<file path="src/rtl/fourstate_pkg.sv">
// Shared 4-state symbol encoding ({unk,val}) and pairwise combine helpers.
// Results never return z: an unknown operand yields x.
package fourstate_pkg;

  typedef logic [1:0] sym_t;

  localparam sym_t SYM_0 = 2'b00;
  localparam sym_t SYM_1 = 2'b01;
  localparam sym_t SYM_Z = 2'b10;
  localparam sym_t SYM_X = 2'b11;

  function automatic sym_t sym_and(input sym_t a, input sym_t b);
    if (a == SYM_0 || b == SYM_0) return SYM_0;
    if (a[1] || b[1]) return SYM_X;
    return SYM_1;
  endfunction

  function automatic sym_t sym_or(input sym_t a, input sym_t b);
    if (a == SYM_1 || b == SYM_1) return SYM_1;
    if (a[1] || b[1]) return SYM_X;
    return SYM_0;
  endfunction

  function automatic sym_t sym_xor(input sym_t a, input sym_t b);
    if (a[1] || b[1]) return SYM_X;
    return {1'b0, a[0] ^ b[0]};
  endfunction

endpackage

</file>
<file path="src/rtl/fourstate_reduce.sv">
// Combinational 4-state reduction AND/OR/XOR over aval/bval planes.
// Folds from the identity symbol of each operator; z collapses to x.
module fourstate_reduce
  import fourstate_pkg::*;
#(
  parameter int unsigned WIDTH = 8
) (
  input  logic [WIDTH-1:0] aval,
  input  logic [WIDTH-1:0] bval,
  output logic [1:0]       red_and,
  output logic [1:0]       red_or,
  output logic [1:0]       red_xor
);

  always_comb begin
    red_and = SYM_1;
    red_or  = SYM_0;
    red_xor = SYM_0;
    for (int unsigned i = 0; i < WIDTH; i++) begin
      red_and = sym_and(red_and, {bval[i], aval[i]});
      red_or  = sym_or(red_or, {bval[i], aval[i]});
      red_xor = sym_xor(red_xor, {bval[i], aval[i]});
    end
  end

endmodule

</file>
<file path="src/rtl/fourstate_deserializer.sv">
// Bit-serial 4-state word receiver: collects WIDTH symbols MSB first and
// presents the planes plus registered reductions until the consumer accepts.
module fourstate_deserializer
  import fourstate_pkg::*;
#(
  parameter int unsigned WIDTH = 8
) (
  input  logic             clk,
  input  logic             rst_n,
  input  logic             in_valid,
  output logic             in_ready,
  input  logic [1:0]       in_sym,
  input  logic             in_first,
  output logic             out_valid,
  input  logic             out_ready,
  output logic [WIDTH-1:0] out_aval,
  output logic [WIDTH-1:0] out_bval,
  output logic [1:0]       red_and,
  output logic [1:0]       red_or,
  output logic [1:0]       red_xor,
  output logic             drop
);

  localparam int unsigned CW = $clog2(WIDTH + 1);

  localparam logic [0:0] COLLECT = 1'b0;
  localparam logic [0:0] HOLD    = 1'b1;

  logic [0:0]       state, state_n;
  logic [CW-1:0]    cnt, cnt_n;
  logic [WIDTH-1:0] sh_a, sh_a_n, sh_b, sh_b_n;
  logic [WIDTH-1:0] oa_n, ob_n;
  logic [1:0]       ra_n, ro_n, rx_n;
  logic             ov_n, drop_n;

  // Planes and count as they would be after accepting in_sym this cycle
  logic             restart;
  logic [WIDTH-1:0] wa, wb;
  logic [CW-1:0]    wcnt;
  logic [1:0]       w_and, w_or, w_xor;

  assign in_ready = (state == COLLECT);

  always_comb begin
    restart = in_first && (cnt != '0);
    if (restart) begin
      wa   = WIDTH'(in_sym[0]);
      wb   = WIDTH'(in_sym[1]);
      wcnt = CW'(1);
    end else begin
      wa   = (sh_a << 1) | WIDTH'(in_sym[0]);
      wb   = (sh_b << 1) | WIDTH'(in_sym[1]);
      wcnt = cnt + CW'(1);
    end
  end

  fourstate_reduce #(.WIDTH(WIDTH)) u_reduce (
    .aval    (wa),
    .bval    (wb),
    .red_and (w_and),
    .red_or  (w_or),
    .red_xor (w_xor)
  );

  always_comb begin
    state_n = state;
    cnt_n   = cnt;
    sh_a_n  = sh_a;
    sh_b_n  = sh_b;
    oa_n    = out_aval;
    ob_n    = out_bval;
    ra_n    = red_and;
    ro_n    = red_or;
    rx_n    = red_xor;
    ov_n    = out_valid;
    drop_n  = 1'b0;
    case (state)
      COLLECT: begin
        if (in_valid) begin
          sh_a_n = wa;
          sh_b_n = wb;
          drop_n = restart;
          if (wcnt == CW'(WIDTH)) begin
            cnt_n   = '0;
            state_n = HOLD;
            ov_n    = 1'b1;
            oa_n    = wa;
            ob_n    = wb;
            ra_n    = w_and;
            ro_n    = w_or;
            rx_n    = w_xor;
          end else begin
            cnt_n = wcnt;
          end
        end
      end
      HOLD: begin
        if (out_ready) begin
          state_n = COLLECT;
          ov_n    = 1'b0;
        end
      end
      default: state_n = COLLECT;
    endcase
  end

  always_ff @(posedge clk or negedge rst_n) begin
    if (!rst_n) begin
      state     <= COLLECT;
      cnt       <= '0;
      sh_a      <= '0;
      sh_b      <= '0;
      out_aval  <= '0;
      out_bval  <= '0;
      red_and   <= SYM_0;
      red_or    <= SYM_0;
      red_xor   <= SYM_0;
      out_valid <= 1'b0;
      drop      <= 1'b0;
    end else begin
      state     <= state_n;
      cnt       <= cnt_n;
      sh_a      <= sh_a_n;
      sh_b      <= sh_b_n;
      out_aval  <= oa_n;
      out_bval  <= ob_n;
      red_and   <= ra_n;
      red_or    <= ro_n;
      red_xor   <= rx_n;
      out_valid <= ov_n;
      drop      <= drop_n;
    end
  end

endmodule

</file>
<file path="config.mk">
export PLATFORM = sky130hd
export DESIGN_NAME = fourstate_deserializer
export DESIGN_NICKNAME = d
export VERILOG_FILES = /design/src/rtl/fourstate_pkg.sv /design/src/rtl/fourstate_reduce.sv /design/src/rtl/fourstate_deserializer.sv
export SDC_FILE = /design/constraint.sdc
export NUM_CORES = 1
export LEC_CHECK = 0
export BUFFER_PORTS_ARGS = -buffer_cell sky130_fd_sc_hd__buf_2
export CAP_MARGIN = 0
export CORE_MARGIN = 4
export CORE_UTILIZATION = 40
export CTS_CLUSTER_SIZE = 8
export DETAILED_ROUTE_END_ITERATION = 16
export SETUP_SLACK_MARGIN = 0.02
export SLEW_MARGIN = 10
export SYNTH_ARGS = -nofsm -noshare
export SYNTH_HDL_FRONTEND = slang
export SYNTH_SLANG_ARGS = --single-unit
export TNS_END_PERCENT = 100
</file>
<file path="constraint.sdc">
create_clock -name clk -period 2.71 [get_ports clk]
set_clock_uncertainty 0.2 [all_clocks]
set_input_delay 0.271 -clock clk [delete_from_list [all_inputs] [get_ports clk]]
set_output_delay 0.271 -clock clk [all_outputs]
set_load 0.01 [all_outputs]
</file>
# Word-level counts from Yosys, hierarchy flattened
# Index checks and enable logic that the tools add are counted.
# word_totals
ff_bits,43
latch_bits,0
ramBits,0
romBits,0
out_inout_bits,25
elab_cells,244
n_memories,0
# op_classes
addsub,1
n_mul,0
n_div,0
order_cmp,0
n_eq_ne,19
shifts,0
mux,148
bitwise,10
reduce_logical,55
# op_table
operator,count
two-way mux 2 bit,80
two-way mux 1 bit,62
logical OR 1 bit,35
"equality test 2 x 1 -> 1 bit, second input constant",15
logical NOT 2 bit,15
two-way mux 8 bit,2
OR 8 x 1 -> 8 bit,2
two-way mux 4 bit,2
XOR 1 bit,7
AND reduction 3 bit,2
"adder 4 x 1 -> 4 bit, second input constant",1
"equality test 4 bit, second input constant",1
"!= test 2 bit, second input constant",2
case mux 1 bit (2 select lines),2
nonzero test 4 bit,1
"!= test 2 x 1 -> 1 bit, second input constant",1
AND reduction 2 bit,1
logical AND 1 bit,1
NOT 1 bit,1

# Depth between registers and ports, before layout
# logic_depth
word_depth,50
depth_mapped,9
ltp_nobuf,7

# Cells and area by module
# A second synthesis with hierarchy kept.
# hier_totals
cells_unflattened,162
area_unflattened_um2,2026.9
# modules_own_cells
mod,instances,cells_each,area_per_inst_um2
fourstate_deserializer,1,128,1801.7
fourstate_reduce,1,34,225.2

# Worst setup path after synthesis
# OpenSTA, ideal clock, no wires.
# synth_path
path_type,register -> register
startpoint,reg cnt[0]
endpoint,reg red_or[0]
setup_ps,121
t_arrival_ps,2053
t_required_ps,2389
path_slack_ps,336
stages_incl_launch_ff,9
path_buffers,1
cell_sequence,dfrtp_1 > inv_1 > ha_1 > inv_1 > o31a_1 > or4_4 > buf_6 > or3_1 > o22a_1
# synth_via
elab_chain_len,42
elab_cells_between_ends,85
# synth_lines
item,line,text
start: declaration,fourstate_deserializer.sv:30,"logic [CW-1:0] cnt, cnt_n;"
start signal: assignment,fourstate_deserializer.sv:122,cnt <= cnt_n;
nonzero test 4 bit,fourstate_deserializer.sv:45,restart = in_first && (cnt != '0);
logical AND 1 bit,fourstate_deserializer.sv:45,
two-way mux 8 bit,fourstate_deserializer.sv:46,if (restart) begin
two-way mux 1 bit (2 in a row),fourstate_pkg.sv:20,if (a[1] || b[1]) return SYM_X;
two-way mux 2 bit,fourstate_pkg.sv:21,return SYM_0;
two-way mux 2 bit,fourstate_pkg.sv:20,
logical OR 1 bit,fourstate_pkg.sv:20,
two-way mux 1 bit (2 in a row),fourstate_pkg.sv:20,
[... 22 more ...],--,
logical OR 1 bit,fourstate_pkg.sv:20,
two-way mux 1 bit (2 in a row),fourstate_pkg.sv:20,
two-way mux 2 bit,fourstate_pkg.sv:21,
two-way mux 2 bit,fourstate_pkg.sv:20,
logical OR 1 bit,fourstate_pkg.sv:20,
two-way mux 1 bit (2 in a row),fourstate_pkg.sv:20,
two-way mux 2 bit,fourstate_pkg.sv:21,
two-way mux 2 bit,fourstate_pkg.sv:20,
end signal: assignment,fourstate_deserializer.sv:128,red_or <= ro_n;
end: declaration,fourstate_deserializer.sv:19,"output logic [1:0] red_or,"
# Parallel ways exist; a longest one is shown, timed or not. The select of a mux whose other input is x is not followed.
# A chain may end at the register's enable or synchronous reset.

# Worst setup path in the final report
# layout_path
startpoint,reg cnt[0]
endpoint,reg out_bval[0]
# layout_via
elab_chain_len,5
elab_cells_between_ends,7
# layout_lines
item,line,text
branches (longest 5 deep; another with adder 4 x 1 -> 4 bit),--,
end signal: assignment,fourstate_deserializer.sv:126,out_bval <= ob_n;
end: declaration,fourstate_deserializer.sv:17,"output logic [WIDTH-1:0] out_bval,"
# Parallel ways; which one is timed is not known.

==> impl_metrics.env <==
export IMPL_synth_largest_area_cell="dfrtp_1"
export IMPL_grt_met1_usage_pct=19.4
export IMPL_clk_pin_slew_ns=0.08
export IMPL_synth_top_area_share_pct=55.9
export IMPL_filler_cell_count=416
export IMPL_clock_latency_ns=0.29
export IMPL_path_max_fanout=29
export IMPL_drt_iter0_markers=80
export IMPL_worst_endpoint_arrival_ns=2.35
export IMPL_yosysSeqAreaShare_pct=55.9
export IMPL_postRouteAntennaNets=0
export IMPL_grt_setup_unrepaired="false"
export IMPL_start_kind="flip-flop"
export IMPL_drc_errors=0
export IMPL_drtPass1Iterations=4
export IMPL_crit_top_cell="inv_1"
export IMPL_avgSynthCellArea_um2=9.53
export IMPL_grt_util_met3_pct=4.05
export IMPL_grt_pass1_vias=1444
export IMPL_worstSetupPathType="flip-flop to flip-flop"
export IMPL_dp_hpwl_mm=2.67
export IMPL_layout_drive_gt1_share_pct=20.3
export IMPL_antenna_found_initial=0
export IMPL_final_cell_area_mm2=0.00227
export IMPL_start_util_pct=42.7
export IMPL_placed_cell_area_mm2=0.00213
export IMPL_maxSlewViolCount=0
export IMPL_gp_congestion=0.829
export IMPL_die_h_um=77.4
export IMPL_synth_seq_cells=43
export IMPL_dr_total_vias=1458
export IMPL_period_needed_ns=2.37
export IMPL_cpPeakStageDelay_ns=0.56
export IMPL_synthesis_instances=202
export IMPL_clockRootBuffer="clkbuf_8"
export IMPL_outcome="complete, no violations"
export IMPL_synth_distinct_cells=31
export IMPL_io_pins=32
export IMPL_yosysWarningCount=0
export IMPL_cts_tree="built"
export IMPL_wl_per_cell_um=13.4
export IMPL_grt_busiest_layer="met2"
export IMPL_synthTopCellsByArea="dfrtp_1 (56%), nand2_1 (10%), o21ai_0 (9.4%), xnor2_1 (2.3%), inv_1 (2.1%)"
export IMPL_finalCritPeriodShare_pct=87.6
export IMPL_routed_wl_mm=3.88
export IMPL_hp_class="primary input to flip-flop"
export IMPL_irDropWorstVdd_v=0.000337
export IMPL_worst_ep_required_time_ns=2.69
export IMPL_relSlewSlack_pct=38.1
export IMPL_end_kind="flip-flop"
export IMPL_worst_slew_pin_slew_ns=0.928
export IMPL_finalHoldViolCount=0
export IMPL_p_per_area_mw_per_mm2=903
export IMPL_cap_violations=0
export IMPL_fp_coreArea_mm2=0.00450
export IMPL_rows=24
export IMPL_die_area_mm2=0.00598
export IMPL_syn_to_final_growth_pct=17.8
export IMPL_nets=245
export IMPL_grt_max_degree=44
export IMPL_numPortBuffers=31
export IMPL_synth_fp_nets=211
export IMPL_htree_levels=2
export IMPL_grt_pass1_wl_mm=6.93
export IMPL_ctsResizeCount=0
export IMPL_path_cells="inv_1, ha_1, inv_1, o31a_1, or4_4, buf_4, mux2_2"
export IMPL_finalSetupViolCount=0
export IMPL_via_per_inst=5.04
export IMPL_cp_slowest_cell="or4_4"
export IMPL_grt_use_total_pct=14.4
export IMPL_diodes=0
export IMPL_grt_overflow=0
export IMPL_cts_made_buffers=5
export IMPL_synth_area_mm2=0.00192
export IMPL_clockBufferDepth=2
export IMPL_post_cts_buffers=0
export IMPL_p_leak_uw=0.00110
export IMPL_cts_sinks=43
export IMPL_fmax_ghz=0.421
export IMPL_grt_use_met2_pct=22.3
export IMPL_die_w_um=77.4
export IMPL_tns_ns=0
-- where the power goes --
part	switching (uW)	internal, uW
clock network	212	298
registers	136	792
logic	331	277
total	680	1370
-- cells by family after synthesis --
logic type      count (synthesis)  synth area share [%]
buf+inv                        22                  5.14
xor+xnor                        8                  4.36
compound gates                 54                  16.3
flops                          43                  55.9
mux                             2                  1.17
fa+ha+maj                       2                  1.30
simple gates                   71                  15.9
-- critical path: cells and delay by family, from the launching register on --
family	cells	cell delay, ns
compound gates	1	0.29
fa+ha+maj	1	0.14
buf+inv	3	0.35
flops	1	0.43
mux	1	0.29
simple gates	1	0.56
-- per-layer routing --
metal,vias to the layer above,part of all wire [%]
li1,746,-
met5,-,0
met2,34,46
met1,674,49
met3,4,4.2
met4,0,1.2
-- through the flow --
stage	power (uW)	utilization [%]	setup WS [ns]	hold slack, ns	instances
after CTS	2080	50.3	0.329	0.0973	289
final	2050	50.3	0.336	0.111	289
after detailed placement	1550	47.3	0.341	0.264	279
after global placement	1550	47.3	0.374	0.258	279
after global routing	2220	50.3	0.205	0.112	289
after floorplan	1340	-	0.336	-0.225	202
-- sequential cells by signal, indices dropped and copies added (netlist names) --
register and count:
red_and 2, state 1, cnt 4, red_or 2
red_xor 2, sh_b 7, sh_a 7, out_valid 1
out_aval 8, out_bval 8, drop 1
-- cell usage after synthesis --
| master | n |
|---|---|
| a21oi_1 | 1 |
| a222oi_1 | 1 |
| a22oi_1 | 1 |
| a31oi_1 | 2 |
| buf_2 | 1 |
| buf_6 | 2 |
| clkbuf_1 | 8 |
| dfrtp_1 | 43 |
| ha_1 | 2 |
| inv_1 | 11 |
| mux2_2 | 2 |
| nand2_1 | 53 |
| nand2b_1 | 4 |
| nand3_1 | 2 |
| nand4_1 | 1 |
| nor2_1 | 3 |
| nor2b_1 | 1 |
| nor3_1 | 2 |
| nor3b_1 | 1 |
| nor4_1 | 2 |
| o21ai_0 | 36 |
| o22a_1 | 1 |
| o22ai_1 | 4 |
| o2bb2ai_1 | 1 |
| o31a_1 | 2 |
| o31ai_1 | 5 |
| or3_1 | 1 |
| or4_4 | 1 |
| xnor2_1 | 5 |
| xnor3_1 | 1 |
| xor2_1 | 2 |
-- worst paths after layout --
path	slack (ns)	startpoint	endpoint	cells past startpoint
worst max-delay path	0.34	cnt[0]	out_bval[0]	7
worst min-delay path	0.11	in_sym[1]	out_bval[0]	2
worst max register to register	0.34	cnt[0]	out_bval[0]	7
worst min register to register	0.28	red_or[1]	red_or[1]	2
max in group asynchronous	1.28	rst_n	cnt[1]	2
min in group asynchronous	0.46	rst_n	out_valid	2
-- final cells by class --
class	count	area, um2	area share [%]
Multi-Input combinational cell	137	754	33.3
Timing Repair Buffer	38	213	9.38
Clock buffer	6	82.6	3.64
Tap cell	52	65.1	2.87
Sequential cell	43	1080	47.5
Inverter	11	41.3	1.82
Clock inverter	2	35.0	1.55
-- timing repair --
item,4_1_cts,5_1_grt
hold endpoints to repair,44,0
setup endpoints to repair,0,0
hold buffers,2,0
-- layout by cell type (no fill, tap or decap), types with 3 or more instances in the layout --
cell / instances
nor2_1: 3
inv_1: 11
o21ai_0: 36
buf_4: 5
xnor2_1: 5
nand2_1: 53
o22ai_1: 4
buf_2: 31
dfrtp_1: 43
clkbuf_8: 6
o31ai_1: 4
nand2b_1: 4
No activity file was read; power rests on OpenSTA's default activity.
